**config.mk**
```make
export PLATFORM = sky130hd
export DESIGN_NAME = wb_port_sched
export DESIGN_NICKNAME = d
export VERILOG_FILES = /design/src/rtl/wb_port_sched_pkg.sv /design/src/rtl/wb_ll_fifo.sv /design/src/rtl/wb_port_sched.sv
export SDC_FILE = /design/constraint.sdc
export NUM_CORES = 1
export LEC_CHECK = 0
export ABC_AREA = 1
export CAP_MARGIN = 15
export CORE_MARGIN = 3
export CORE_UTILIZATION = 40
export CTS_CLUSTER_SIZE = 8
export DETAILED_ROUTE_END_ITERATION = 6
export PLACE_DENSITY = 0.84
export SLEW_MARGIN = 20
export SYNTH_ARGS = -nofsm -noshare
export SYNTH_HDL_FRONTEND = slang
export SYNTH_SLANG_ARGS = --single-unit
```
**constraint.sdc**
```tcl
create_clock -name clk -period 6.85 [get_ports clk]
set_input_delay 1.37 -clock clk [delete_from_list [all_inputs] [get_ports clk]]
set_output_delay 1.37 -clock clk [all_outputs]
set_load 0.05 [all_outputs]
```
**src/rtl/wb_port_sched_pkg.sv**
```systemverilog
// Shared CPU definitions for the writeback port scheduler: register-write packs,
// issue width and the long-latency pending entry. Types only, no timing or handshake.
package wb_port_sched_pkg;

    localparam int ISSUE_NUM = 2;
    localparam int LL_DEPTH  = 2;
    localparam int PORT_W    = (ISSUE_NUM > 1) ? $clog2(ISSUE_NUM) : 1;

    typedef struct packed {
        logic        rd_en;
        logic [4:0]  rd;
        logic [63:0] res;
    } regpack_t;

    typedef struct packed {
        logic [4:0]  rd;
        logic [63:0] res;
    } ll_entry_t;

endpackage

```
**src/rtl/wb_ll_fifo.sv**
```systemverilog
// Two-entry pending buffer for long-latency results; head visible combinationally, push lands next cycle.
// No internal overflow guard: the owner must hold push low while count is full.
module wb_ll_fifo
    import wb_port_sched_pkg::*;
(
    input  logic       clk,
    input  logic       rst,
    input  logic       push,
    input  ll_entry_t  push_dat,
    input  logic       pop,
    output ll_entry_t  head_dat,
    output logic [1:0] count
);

    ll_entry_t  mem_q [LL_DEPTH];
    logic       head_q, head_d;
    logic       tail_q, tail_d;
    logic [1:0] count_q, count_d;

    always_comb begin
        head_d  = head_q;
        tail_d  = tail_q;
        count_d = count_q;
        if (push) tail_d = ~tail_q;
        if (pop)  head_d = ~head_q;
        case ({push, pop})
            2'b10:   count_d = count_q + 2'd1;
            2'b01:   count_d = count_q - 2'd1;
            default: count_d = count_q;
        endcase
    end

    always_ff @(posedge clk or posedge rst) begin
        if (rst) begin
            head_q  <= 1'b0;
            tail_q  <= 1'b0;
            count_q <= 2'd0;
            for (int i = 0; i < LL_DEPTH; i++) mem_q[i] <= '0;
        end else begin
            head_q  <= head_d;
            tail_q  <= tail_d;
            count_q <= count_d;
            if (push) mem_q[tail_q] <= push_dat;
        end
    end

    assign head_dat = mem_q[head_q];
    assign count    = count_q;

endmodule

```
**src/rtl/wb_port_sched.sv**
```systemverilog
// Merges in-order lane writes with long-latency results onto the regfile write ports; bypass in 0 cycles.
// Long-latency source is throttled by ll_ready, which drops only when both pending entries are occupied.
module wb_port_sched
    import wb_port_sched_pkg::*;
(
    input  logic                      clk,
    input  logic                      rst,
    input  logic                      stall_wb,
    input  regpack_t [ISSUE_NUM-1:0]  lane_get,
    input  logic                      ll_valid,
    output logic                      ll_ready,
    input  logic [4:0]                ll_rd,
    input  logic [63:0]               ll_res,
    output regpack_t [ISSUE_NUM-1:0]  wb_put,
    output logic [1:0]                ll_count
);

    logic [ISSUE_NUM-1:0] lane_en;
    logic                 fifo_push, fifo_pop;
    ll_entry_t            fifo_head;
    logic [1:0]           fifo_cnt;
    logic                 from_fifo, accept, cand_vld, cand_zero;
    ll_entry_t            cand;
    logic                 collide, port_free, ll_wr, retire;
    logic [PORT_W-1:0]    port_sel;

    always_comb begin
        for (int i = 0; i < ISSUE_NUM; i++) begin
            lane_en[i] = lane_get[i].rd_en && !stall_wb && (lane_get[i].rd != 5'd0);
        end
    end

    assign ll_ready  = (fifo_cnt != 2'd2);
    assign ll_count  = fifo_cnt;
    assign accept    = ll_valid && ll_ready;
    assign from_fifo = (fifo_cnt != 2'd0);
    assign cand      = from_fifo ? fifo_head : '{rd: ll_rd, res: ll_res};
    // Nothing long-latency may reach a port while reset is held.
    assign cand_vld  = !rst && (from_fifo || ll_valid);
    assign cand_zero = (cand.rd == 5'd0);

    always_comb begin
        collide   = 1'b0;
        port_free = 1'b0;
        port_sel  = '0;
        for (int i = 0; i < ISSUE_NUM; i++) begin
            if (lane_en[i] && (lane_get[i].rd == cand.rd)) collide = 1'b1;
        end
        for (int i = ISSUE_NUM - 1; i >= 0; i--) begin
            if (!lane_en[i]) begin
                port_free = 1'b1;
                port_sel  = PORT_W'(i);
            end
        end
    end

    assign ll_wr  = cand_vld && !cand_zero && port_free && !collide;
    assign retire = cand_vld && (cand_zero || ll_wr);

    // With a non-empty buffer the incoming result always queues behind the head.
    assign fifo_push = accept && (from_fifo || !retire);
    assign fifo_pop  = from_fifo && retire;

    always_comb begin
        for (int i = 0; i < ISSUE_NUM; i++) begin
            wb_put[i] = '0;
            if (lane_en[i]) begin
                wb_put[i] = lane_get[i];
            end else if (ll_wr && (port_sel == PORT_W'(i))) begin
                wb_put[i] = '{rd_en: 1'b1, rd: cand.rd, res: cand.res};
            end
        end
    end

    wb_ll_fifo u_fifo (
        .clk      (clk),
        .rst      (rst),
        .push     (fifo_push),
        .push_dat ('{rd: ll_rd, res: ll_res}),
        .pop      (fifo_pop),
        .head_dat (fifo_head),
        .count    (fifo_cnt)
    );

endmodule

```
==> results of run 1 <==
==> synthesized netlist by cell type <==
cell type	count
sky130_fd_sc_hd__nand4_1	141
sky130_fd_sc_hd__buf_4	19
sky130_fd_sc_hd__o21ai_1	3
sky130_fd_sc_hd__nand2_2	2
sky130_fd_sc_hd__o22ai_1	8
sky130_fd_sc_hd__a22o_1	128
sky130_fd_sc_hd__nand3b_1	1
sky130_fd_sc_hd__nand2_4	1
sky130_fd_sc_hd__clkbuf_1	57
sky130_fd_sc_hd__a21oi_1	131
sky130_fd_sc_hd__a21oi_2	1
sky130_fd_sc_hd__buf_2	20
sky130_fd_sc_hd__buf_6	2
sky130_fd_sc_hd__nor2_1	75
sky130_fd_sc_hd__dfrtp_1	142
sky130_fd_sc_hd__inv_2	5
sky130_fd_sc_hd__inv_1	23
sky130_fd_sc_hd__buf_1	17
sky130_fd_sc_hd__nand3_2	3
sky130_fd_sc_hd__nand3_1	16
sky130_fd_sc_hd__nor2_4	1
sky130_fd_sc_hd__nor2_2	1
sky130_fd_sc_hd__xnor2_1	1
sky130_fd_sc_hd__nor3_1	2
sky130_fd_sc_hd__nand3_4	1
sky130_fd_sc_hd__nand2_1	388
sky130_fd_sc_hd__o21ai_0	3
sky130_fd_sc_hd__xor2_1	3
sky130_fd_sc_hd__ha_1	1
==> critical path, delay by kind of cell <==
kind | cells | cell delay, ns
AO/OA/AOI/OAI | 2 | 0.40
buffers and inverters | 4 | 1.97
AND/OR/NAND/NOR | 7 | 0.92
==> flip-flops by register name, summed over array words and instances, names as in the netlist <==
| signal | count |
|---|---|
| u_fifo.head_q | 1 |
| u_fifo.count | 2 |
| u_fifo.tail_q | 1 |
| u_fifo.mem_q | 138 |
==> worst paths after layout <==
check                                                      to  slack [ns]  depth (start not counted)
worst min register to register  u_fifo.mem_q[130]$_DFFE_PP0P_        0.47                          2
worst max-delay path                               wb_put[11]        0.80                         13
worst min-delay path            u_fifo.mem_q[130]$_DFFE_PP0P_        0.47                          2
max in group asynchronous           u_fifo.head_q$_DFFE_PP0P_        3.97                          3
min in group asynchronous       u_fifo.mem_q[135]$_DFFE_PP0P_        1.51                          2
worst max register to register  u_fifo.mem_q[129]$_DFFE_PP0P_        2.62                         13
==> cell type report <==
type	count	area (sq um)	area share
clock inverter	14	180	0.0140
tap	280	350	0.0272
clock buffer	18	439	0.0341
sequential	142	3560	0.276
timing repair buffer	372	3510	0.272
multi-input combinational	911	4750	0.369
inverter	28	110	0.00854
==> through the flow <==
step	hold slack [ns]	instance area (sq um)	power (mW)	setup slack [ns]	utilization
finish	0.470	12900	6.15	0.802	0.589
detailed placement	0.458	12300	5.18	0.885	0.561
global placement	0.453	12300	5.10	0.968	0.561
global route	0.481	12900	6.57	0.630	0.589
floorplan	0.442	8920	4.06	1.67	-
CTS	0.473	12900	6.17	0.876	0.589
==> power groups by stage <==
stage / clock [mW] / sequential (mW) / combinational [mW]
final: 0.976 / 1.46 / 3.72
after global routing: 1.03 / 1.51 / 4.02
after CTS: 0.992 / 1.46 / 3.72
after detailed placement: 0 / 1.47 / 3.71
after global placement: 0 / 1.45 / 3.66
after floorplan: 0 / 1.43 / 2.63
==> layer usage <==
metal | vias up | share of wire
met3 | 52 | 0.085
li1 | 4766 | -
met5 | - | 0.00040
met4 | 2 | 0.025
met2 | 536 | 0.50
met1 | 4837 | 0.39
==> kinds of logic (layout without fill, tap and decap cells) <==
logic type / Yosys count / count (layout)
DFF: 142 / 142
AOI/OAI and AO/OA: 274 / 274
xor gates and xnor gates: 4 / 4
buffers and inverters: 143 / 432
and+or+nand+nor: 632 / 632
adders and majority gates: 1 / 1
==> cell usage in the layout (no fill, tap or decap), types with 2 or more instances in the layout <==
cell,Yosys,final
sky130_fd_sc_hd__clkinv_4,0,2
sky130_fd_sc_hd__inv_2,5,7
sky130_fd_sc_hd__o21ai_0,3,3
sky130_fd_sc_hd__inv_6,0,6
sky130_fd_sc_hd__a22o_1,128,128
sky130_fd_sc_hd__nor2_1,75,74
sky130_fd_sc_hd__clkbuf_16,0,17
sky130_fd_sc_hd__nor2_4,1,2
sky130_fd_sc_hd__bufinv_16,0,3
sky130_fd_sc_hd__clkinv_2,0,2
sky130_fd_sc_hd__dfrtp_2,0,2
sky130_fd_sc_hd__a21oi_1,131,130
sky130_fd_sc_hd__nand2_1,388,388
sky130_fd_sc_hd__o22ai_1,8,8
sky130_fd_sc_hd__dfrtp_1,142,140
sky130_fd_sc_hd__buf_4,19,87
sky130_fd_sc_hd__nor3_1,2,2
sky130_fd_sc_hd__nand3_1,16,16
sky130_fd_sc_hd__nand4_1,141,141
sky130_fd_sc_hd__clkdlybuf4s50_1,0,285
sky130_fd_sc_hd__nand3_4,1,3
sky130_fd_sc_hd__xor2_1,3,3
sky130_fd_sc_hd__o21ai_1,3,3
sky130_fd_sc_hd__nand2_2,2,2
sky130_fd_sc_hd__inv_1,23,20
==> impl_metrics.xml, run 1 <==
<?xml version="1.0" encoding="UTF-8"?>
<metrics>
  <group name="sta">
    <metric name="fin_crit" unit="ns">6.05</metric>
    <metric name="layout_worst_path_cycle_share" unit="">0.883</metric>
    <metric name="tightestPinTransition" unit="ns">1.13</metric>
    <metric name="rsz_0062_raised_after_global_routing" unit="">no</metric>
    <metric name="setup_viol_count_final" unit="">0</metric>
    <metric name="report.final.slew_viol_count" unit="">0</metric>
    <metric name="timing.fmax" unit="GHz">0.165</metric>
    <metric name="worst_slew_margin_rel" unit="">0.246</metric>
    <metric name="clock-skew-final" unit="ns">0.0103</metric>
    <metric name="timing.final.hold_violations" unit="">0</metric>
    <metric name="setup-tns-final" unit="ns">0</metric>
  </group>
  <group name="logic_synthesis">
    <metric name="area_share_of_the_leading_cell_type_in_the_synthesized_netlist" unit="">0.398</metric>
    <metric name="synth.lib_cells_used.distinct" unit="">29</metric>
    <metric name="synth-seq-cells" unit="">142</metric>
    <metric name="synth.cell_area" unit="sq um">8920</metric>
    <metric name="yosysTopAreaCell" unit="">sky130_fd_sc_hd__dfrtp_1</metric>
    <metric name="syn-instance-count" unit="">1196</metric>
    <metric name="mappedNetlistNets" unit="">1410</metric>
    <metric name="synth_compound_gate_area_share" unit="">0.209</metric>
    <metric name="synthTopCellsByArea" unit="">sky130_fd_sc_hd__dfrtp_1, sky130_fd_sc_hd__nand2_1, sky130_fd_sc_hd__a22o_1, sky130_fd_sc_hd__nand4_1, sky130_fd_sc_hd__a21oi_1</metric>
    <metric name="main_combinational_cell_family_by_area_after_synthesis" unit="">simple AND/OR/NAND/NOR gates</metric>
    <metric name="synth-adder-area-share" unit="">0.00140</metric>
    <metric name="proportion_of_synthesized_area_in_mux_cells" unit="">0</metric>
    <metric name="syn_avg_cell_area" unit="sq um">7.46</metric>
    <metric name="synth_simple_gate_area_frac" unit="">0.315</metric>
    <metric name="yosysWarnings" unit="">0</metric>
    <metric name="synth.yosys.seq_area_share" unit="">0.398</metric>
    <metric name="post_synth_xor_area_fraction" unit="">0.00393</metric>
  </group>
  <group name="setup_path">
    <metric name="critical_path.max_stage_delay" unit="ns">0.81</metric>
    <metric name="slowest_stage" unit="">sky130_fd_sc_hd__clkdlybuf4s50_1</metric>
    <metric name="worst-endpoint-required" unit="ns">5.48</metric>
    <metric name="timing.rr.start" unit="">u_fifo.count[0]$_DFFE_PP0P_</metric>
    <metric name="worstSetupPathType" unit="">primary input to primary output</metric>
    <metric name="timing.critical_path.from" unit="">lane_get[65]</metric>
    <metric name="worst_setup_path_start_kind" unit="">primary input</metric>
    <metric name="crit_path_end_kind" unit="">primary output</metric>
    <metric name="endpoint_arrival_time_on_the_critical_path" unit="ns">4.68</metric>
    <metric name="worstPathMaxFanout" unit="">37</metric>
    <metric name="timing.critical_path.cells" unit="">clkdlybuf4s50_1 &gt; nor2_1 &gt; nand4_1 &gt; nand2_1 &gt; inv_2 &gt; o21ai_1 &gt; nor2_1 &gt; nand3_1 &gt; nand3_2 &gt; nor2_4 &gt; buf_4 &gt; a22o_1 &gt; clkdlybuf4s50_1</metric>
  </group>
  <group name="layout">
    <metric name="n_antenna_cell" unit="">0</metric>
    <metric name="ratio_of_cells_with_drive_above_1_in_the_final_layout" unit="">0.0949</metric>
    <metric name="flow.area_growth_from_synthesis" unit="%">44.5</metric>
    <metric name="layoutNonFillerInstCount" unit="">1765</metric>
    <metric name="num-fill-cells" unit="">1978</metric>
    <metric name="final_net_count" unit="">1686</metric>
  </group>
  <group name="die">
    <metric name="die_x" unit="um">155</metric>
    <metric name="design.die.area" unit="sq um">24100</metric>
    <metric name="die_y" unit="um">155</metric>
    <metric name="fp_rows" unit="">54</metric>
    <metric name="start_util" unit="">0.408</metric>
    <metric name="total_core_area" unit="sq um">21900</metric>
    <metric name="ioPinCount" unit="">356</metric>
  </group>
  <group name="power">
    <metric name="clock_power_share" unit="">0.159</metric>
    <metric name="p_per_area" unit="nW/um^2">477</metric>
    <metric name="power_switching_share" unit="">0.513</metric>
    <metric name="p_switching" unit="mW">3.16</metric>
    <metric name="ir_drop" unit="mV">0.276</metric>
    <metric name="p_int" unit="mW">3.00</metric>
    <metric name="power.share.sequential" unit="">0.237</metric>
    <metric name="pwr-share-comb" unit="">0.604</metric>
    <metric name="power.static_leakage" unit="nW">6.06</metric>
  </group>
  <group name="grt">
    <metric name="grt_use_met2" unit="">0.452</metric>
    <metric name="grt_start_max_net_pins" unit="">109</metric>
    <metric name="first_global_vias" unit="">10042</metric>
    <metric name="overflow" unit="">0</metric>
    <metric name="grtUsageTotal" unit="">0.260</metric>
    <metric name="grt_use_met1" unit="">0.316</metric>
    <metric name="grt_pass1_wl" unit="mm">51.6</metric>
    <metric name="grt.met3_usage" unit="">0.0556</metric>
    <metric name="initial_antenna_violation_count" unit="">1</metric>
    <metric name="gr-max-usage-layer" unit="">met2</metric>
  </group>
  <group name="place">
    <metric name="post-place-cells" unit="">1733</metric>
    <metric name="globalplace.congestion" unit="">0.965</metric>
    <metric name="dp.final_hpwl" unit="mm">21.2</metric>
    <metric name="port_buffers" unit="">355</metric>
  </group>
  <group name="cts">
    <metric name="clk_latency" unit="ns">0.42</metric>
    <metric name="cts.sink_count" unit="">142</metric>
    <metric name="cts.path.max_buffers" unit="">2</metric>
    <metric name="h-tree-depth" unit="">4</metric>
    <metric name="cts-buffers-inserted" unit="">17</metric>
    <metric name="cts-resized-gates" unit="">0</metric>
    <metric name="clock-root-buffer" unit="">sky130_fd_sc_hd__clkbuf_16</metric>
    <metric name="cts_setup_buffers" unit="">0</metric>
    <metric name="cts_hold_repair.buffers" unit="">0</metric>
    <metric name="tritoncts" unit="">yes</metric>
    <metric name="path_clk_slew" unit="ns">0.05</metric>
  </group>
  <group name="detailed_routing">
    <metric name="routed_wl" unit="mm">32.7</metric>
    <metric name="post-route-drc-count" unit="">0</metric>
    <metric name="routed-via-count" unit="">10193</metric>
    <metric name="post_drt_wl_per_cell" unit="um">18.5</metric>
    <metric name="route.detailed.vias_per_inst" unit="">5.78</metric>
    <metric name="drt_pre_antenna_iters" unit="">6</metric>
    <metric name="route.antenna.remaining_nets" unit="">0</metric>
    <metric name="drtIter0Drc" unit="">924</metric>
  </group>
  <group name="flow_run">
    <metric name="maxCapViolCount" unit="">0</metric>
  </group>
  <group name="min_path">
    <metric name="holdCritPathClass" unit="">flip-flop to flip-flop</metric>
    <metric name="hp-start" unit="">u_fifo.mem_q[130]$_DFFE_PP0P_</metric>
  </group>
  <group name="status">
    <metric name="outcome" unit="">complete, no violations</metric>
  </group>
</metrics>
Power figures use the tool's default switching activity.
==> run 2: changes to the inputs <==
- CELL_PAD_IN_SITES_DETAIL_PLACEMENT: unset -> 0
- CELL_PAD_IN_SITES_GLOBAL_PLACEMENT: unset -> 1
- CORE_UTILIZATION: 40 -> 31
- PLACE_DENSITY: 0.84 -> 0.91
==> run 2 against run 1 <==
Combinational power barely moved. Die area rose by 28%. Cell count rose by 5.6%. Largest cell class unchanged.
==> impl_metrics.xml, run 2 (synthesized netlist as in run 1, its figures left out) <==
<?xml version="1.0" encoding="UTF-8"?>
<metrics>
  <group name="detailed_routing">
    <metric name="route.detailed.vias_per_inst" unit="">5.41</metric>
    <metric name="post-route-drc-count" unit="">0</metric>
    <metric name="drtIter0Drc" unit="">846</metric>
    <metric name="drt_pre_antenna_iters" unit="">5</metric>
    <metric name="routed_wl" unit="mm">34.6</metric>
    <metric name="post_drt_wl_per_cell" unit="um">18.6</metric>
    <metric name="routed-via-count" unit="">10077</metric>
    <metric name="route.antenna.remaining_nets" unit="">0</metric>
  </group>
  <group name="grt">
    <metric name="grt_use_met2" unit="">0.367</metric>
    <metric name="grt_start_max_net_pins" unit="">94</metric>
    <metric name="grt.met3_usage" unit="">0.0456</metric>
    <metric name="grtUsageTotal" unit="">0.215</metric>
    <metric name="grt_use_met1" unit="">0.277</metric>
    <metric name="grt_pass1_wl" unit="mm">53.8</metric>
    <metric name="gr-max-usage-layer" unit="">met2</metric>
    <metric name="first_global_vias" unit="">9678</metric>
    <metric name="initial_antenna_violation_count" unit="">1</metric>
    <metric name="overflow" unit="">0</metric>
  </group>
  <group name="sta">
    <metric name="timing.fmax" unit="GHz">0.169</metric>
    <metric name="worst_slew_margin_rel" unit="">0.313</metric>
    <metric name="post_route_worst_setup_slack" unit="ns">0.938</metric>
    <metric name="setup_viol_count_final" unit="">0</metric>
    <metric name="timing.final.hold_violations" unit="">0</metric>
    <metric name="rsz_0062_raised_after_global_routing" unit="">no</metric>
    <metric name="clock-skew-final" unit="ns">0.0102</metric>
    <metric name="fin_crit" unit="ns">5.91</metric>
    <metric name="setup-tns-final" unit="ns">0</metric>
    <metric name="tightestPinTransition" unit="ns">1.03</metric>
    <metric name="report.final.slew_viol_count" unit="">0</metric>
    <metric name="layout_worst_path_cycle_share" unit="">0.863</metric>
  </group>
  <group name="layout">
    <metric name="leading_cell_type_in_the_layout_fill_and_taps_excluded" unit="">sky130_fd_sc_hd__nand2_1</metric>
    <metric name="ratio_of_cells_with_drive_above_1_in_the_final_layout" unit="">0.0970</metric>
    <metric name="flow.area_growth_from_synthesis" unit="%">46.2</metric>
    <metric name="largest_register_ffs" unit="">138</metric>
    <metric name="final_net_count" unit="">1688</metric>
    <metric name="final_cell_mix" unit="">sky130_fd_sc_hd__nand2_1, sky130_fd_sc_hd__clkdlybuf4s50_1, sky130_fd_sc_hd__nand4_1</metric>
    <metric name="multi_input_area" unit="sq um">4750</metric>
    <metric name="seqCellArea" unit="sq um">3560</metric>
    <metric name="n_antenna_cell" unit="">0</metric>
    <metric name="num-fill-cells" unit="">2847</metric>
    <metric name="top_register_by_number_of_flip_flops" unit="">u_fifo.mem_q</metric>
  </group>
  <group name="setup_path">
    <metric name="worst_setup_path_start_kind" unit="">primary input</metric>
    <metric name="worstPathMaxFanout" unit="">58</metric>
    <metric name="crit_path_end_kind" unit="">primary output</metric>
    <metric name="r2r_cells" unit="">14</metric>
    <metric name="worstSetupPathType" unit="">primary input to primary output</metric>
    <metric name="worst-endpoint-required" unit="ns">5.48</metric>
    <metric name="endpoint_arrival_time_on_the_critical_path" unit="ns">4.54</metric>
  </group>
  <group name="cts">
    <metric name="cts_hold_repair.buffers" unit="">0</metric>
    <metric name="h-tree-depth" unit="">4</metric>
    <metric name="clk_latency" unit="ns">0.41</metric>
    <metric name="cts_setup_buffers" unit="">0</metric>
    <metric name="cts.path.max_buffers" unit="">2</metric>
    <metric name="tritoncts" unit="">yes</metric>
    <metric name="clock-root-buffer" unit="">sky130_fd_sc_hd__clkbuf_16</metric>
    <metric name="cts-resized-gates" unit="">0</metric>
    <metric name="cts.sink_count" unit="">142</metric>
    <metric name="path_clk_slew" unit="ns">0.06</metric>
    <metric name="cts-buffers-inserted" unit="">17</metric>
  </group>
  <group name="place">
    <metric name="dp.final_hpwl" unit="mm">22.1</metric>
    <metric name="detailedPlace.worstSlack" unit="ns">1.06</metric>
    <metric name="globalplace.congestion" unit="">0.895</metric>
    <metric name="port_buffers" unit="">355</metric>
  </group>
  <group name="die">
    <metric name="die_x" unit="um">176</metric>
    <metric name="fp_rows" unit="">61</metric>
    <metric name="die_y" unit="um">176</metric>
    <metric name="design.die.area" unit="sq um">30800</metric>
    <metric name="ioPinCount" unit="">356</metric>
    <metric name="start_util" unit="">0.318</metric>
    <metric name="total_core_area" unit="sq um">28100</metric>
  </group>
  <group name="flow_run">
    <metric name="maxCapViolCount" unit="">0</metric>
  </group>
  <group name="power">
    <metric name="ir_drop" unit="mV">0.190</metric>
    <metric name="power.static_leakage" unit="nW">6.08</metric>
    <metric name="p_per_area" unit="nW/um^2">478</metric>
  </group>
  <group name="min_path">
    <metric name="whs_path_depth" unit="">2</metric>
    <metric name="holdCritPathClass" unit="">flip-flop to flip-flop</metric>
  </group>
  <group name="status">
    <metric name="outcome" unit="">complete, no violations</metric>
  </group>
</metrics>
[run 2: cell count changes in the layout (fill, tap and decap cells not counted), sizes merged]
| cell | previous run | this run |
|---|---|---|
| buf | 87 | 92 |
| bufinv | 3 | 5 |
| clkbuf | 18 | 17 |
| clkdlybuf4s50 | 285 | 282 |
| clkinvlp | 1 | 2 |
| inv | 34 | 30 |
[run 2: per-layer routing]
layer  share of wire  vias up
met5         0.00038        -
li1                -     4758
met3           0.072       31
met1            0.43     4876
met2            0.48      410
met4           0.015        2
[run 2: area by class of cell]
| class | count | area share |
|---|---|---|
| multi-input cells | 911 | 0.364 |
| clock buffers | 17 | 0.0326 |
| repair buffers | 374 | 0.269 |
| flip-flops and latches | 142 | 0.273 |
| well taps | 378 | 0.0363 |
| clock inverters | 13 | 0.0164 |
| inverters | 28 | 0.00854 |
[run 2: final timing paths]
check	startpoint	end	slack (ns)
max	lane_get[67]	wb_put[110]	0.94
min	u_fifo.mem_q[70]$_DFFE_PP0P_	u_fifo.mem_q[70]$_DFFE_PP0P_	0.47
max reg2reg	u_fifo.count[0]$_DFFE_PP0P_	u_fifo.mem_q[130]$_DFFE_PP0P_	2.79
min reg2reg	u_fifo.mem_q[70]$_DFFE_PP0P_	u_fifo.mem_q[70]$_DFFE_PP0P_	0.47
max in group asynchronous	rst	u_fifo.mem_q[70]$_DFFE_PP0P_	4.07
min in group asynchronous	rst	u_fifo.mem_q[68]$_DFFE_PP0P_	1.57
[run 2: where the power goes]
part	internal, mW	switching, mW
clock network	0.646	0.375
logic	1.17	2.55
registers	1.24	0.252
total	3.05	3.18
[run 2: critical path: stages]
cell and delay (ns):
sky130_fd_sc_hd__clkdlybuf4s50_1 0.53, sky130_fd_sc_hd__inv_1 0.07, sky130_fd_sc_hd__nand4_1 0.09, sky130_fd_sc_hd__nand2_1 0.16
sky130_fd_sc_hd__inv_2 0.13, sky130_fd_sc_hd__o21ai_1 0.07, sky130_fd_sc_hd__nor2_1 0.09, sky130_fd_sc_hd__nand3_1 0.12
sky130_fd_sc_hd__nand4_1 0.24, sky130_fd_sc_hd__clkinv_2 0.80, sky130_fd_sc_hd__buf_4 0.47, sky130_fd_sc_hd__a22o_1 0.19
sky130_fd_sc_hd__buf_4 0.19
[run 2: stage by stage]
step	util	instance area, sq um	std cells	hold slack (ns)	power [mW]
after global placement	0.442	12400	1833	0.453	5.18
final	0.464	13000	1863	0.468	6.23
after detailed placement	0.442	12400	1833	0.458	5.23
after floorplan	-	8920	1196	0.442	4.06
after global routing	0.464	13000	1863	0.486	6.66
after CTS	0.464	13000	1863	0.473	6.28
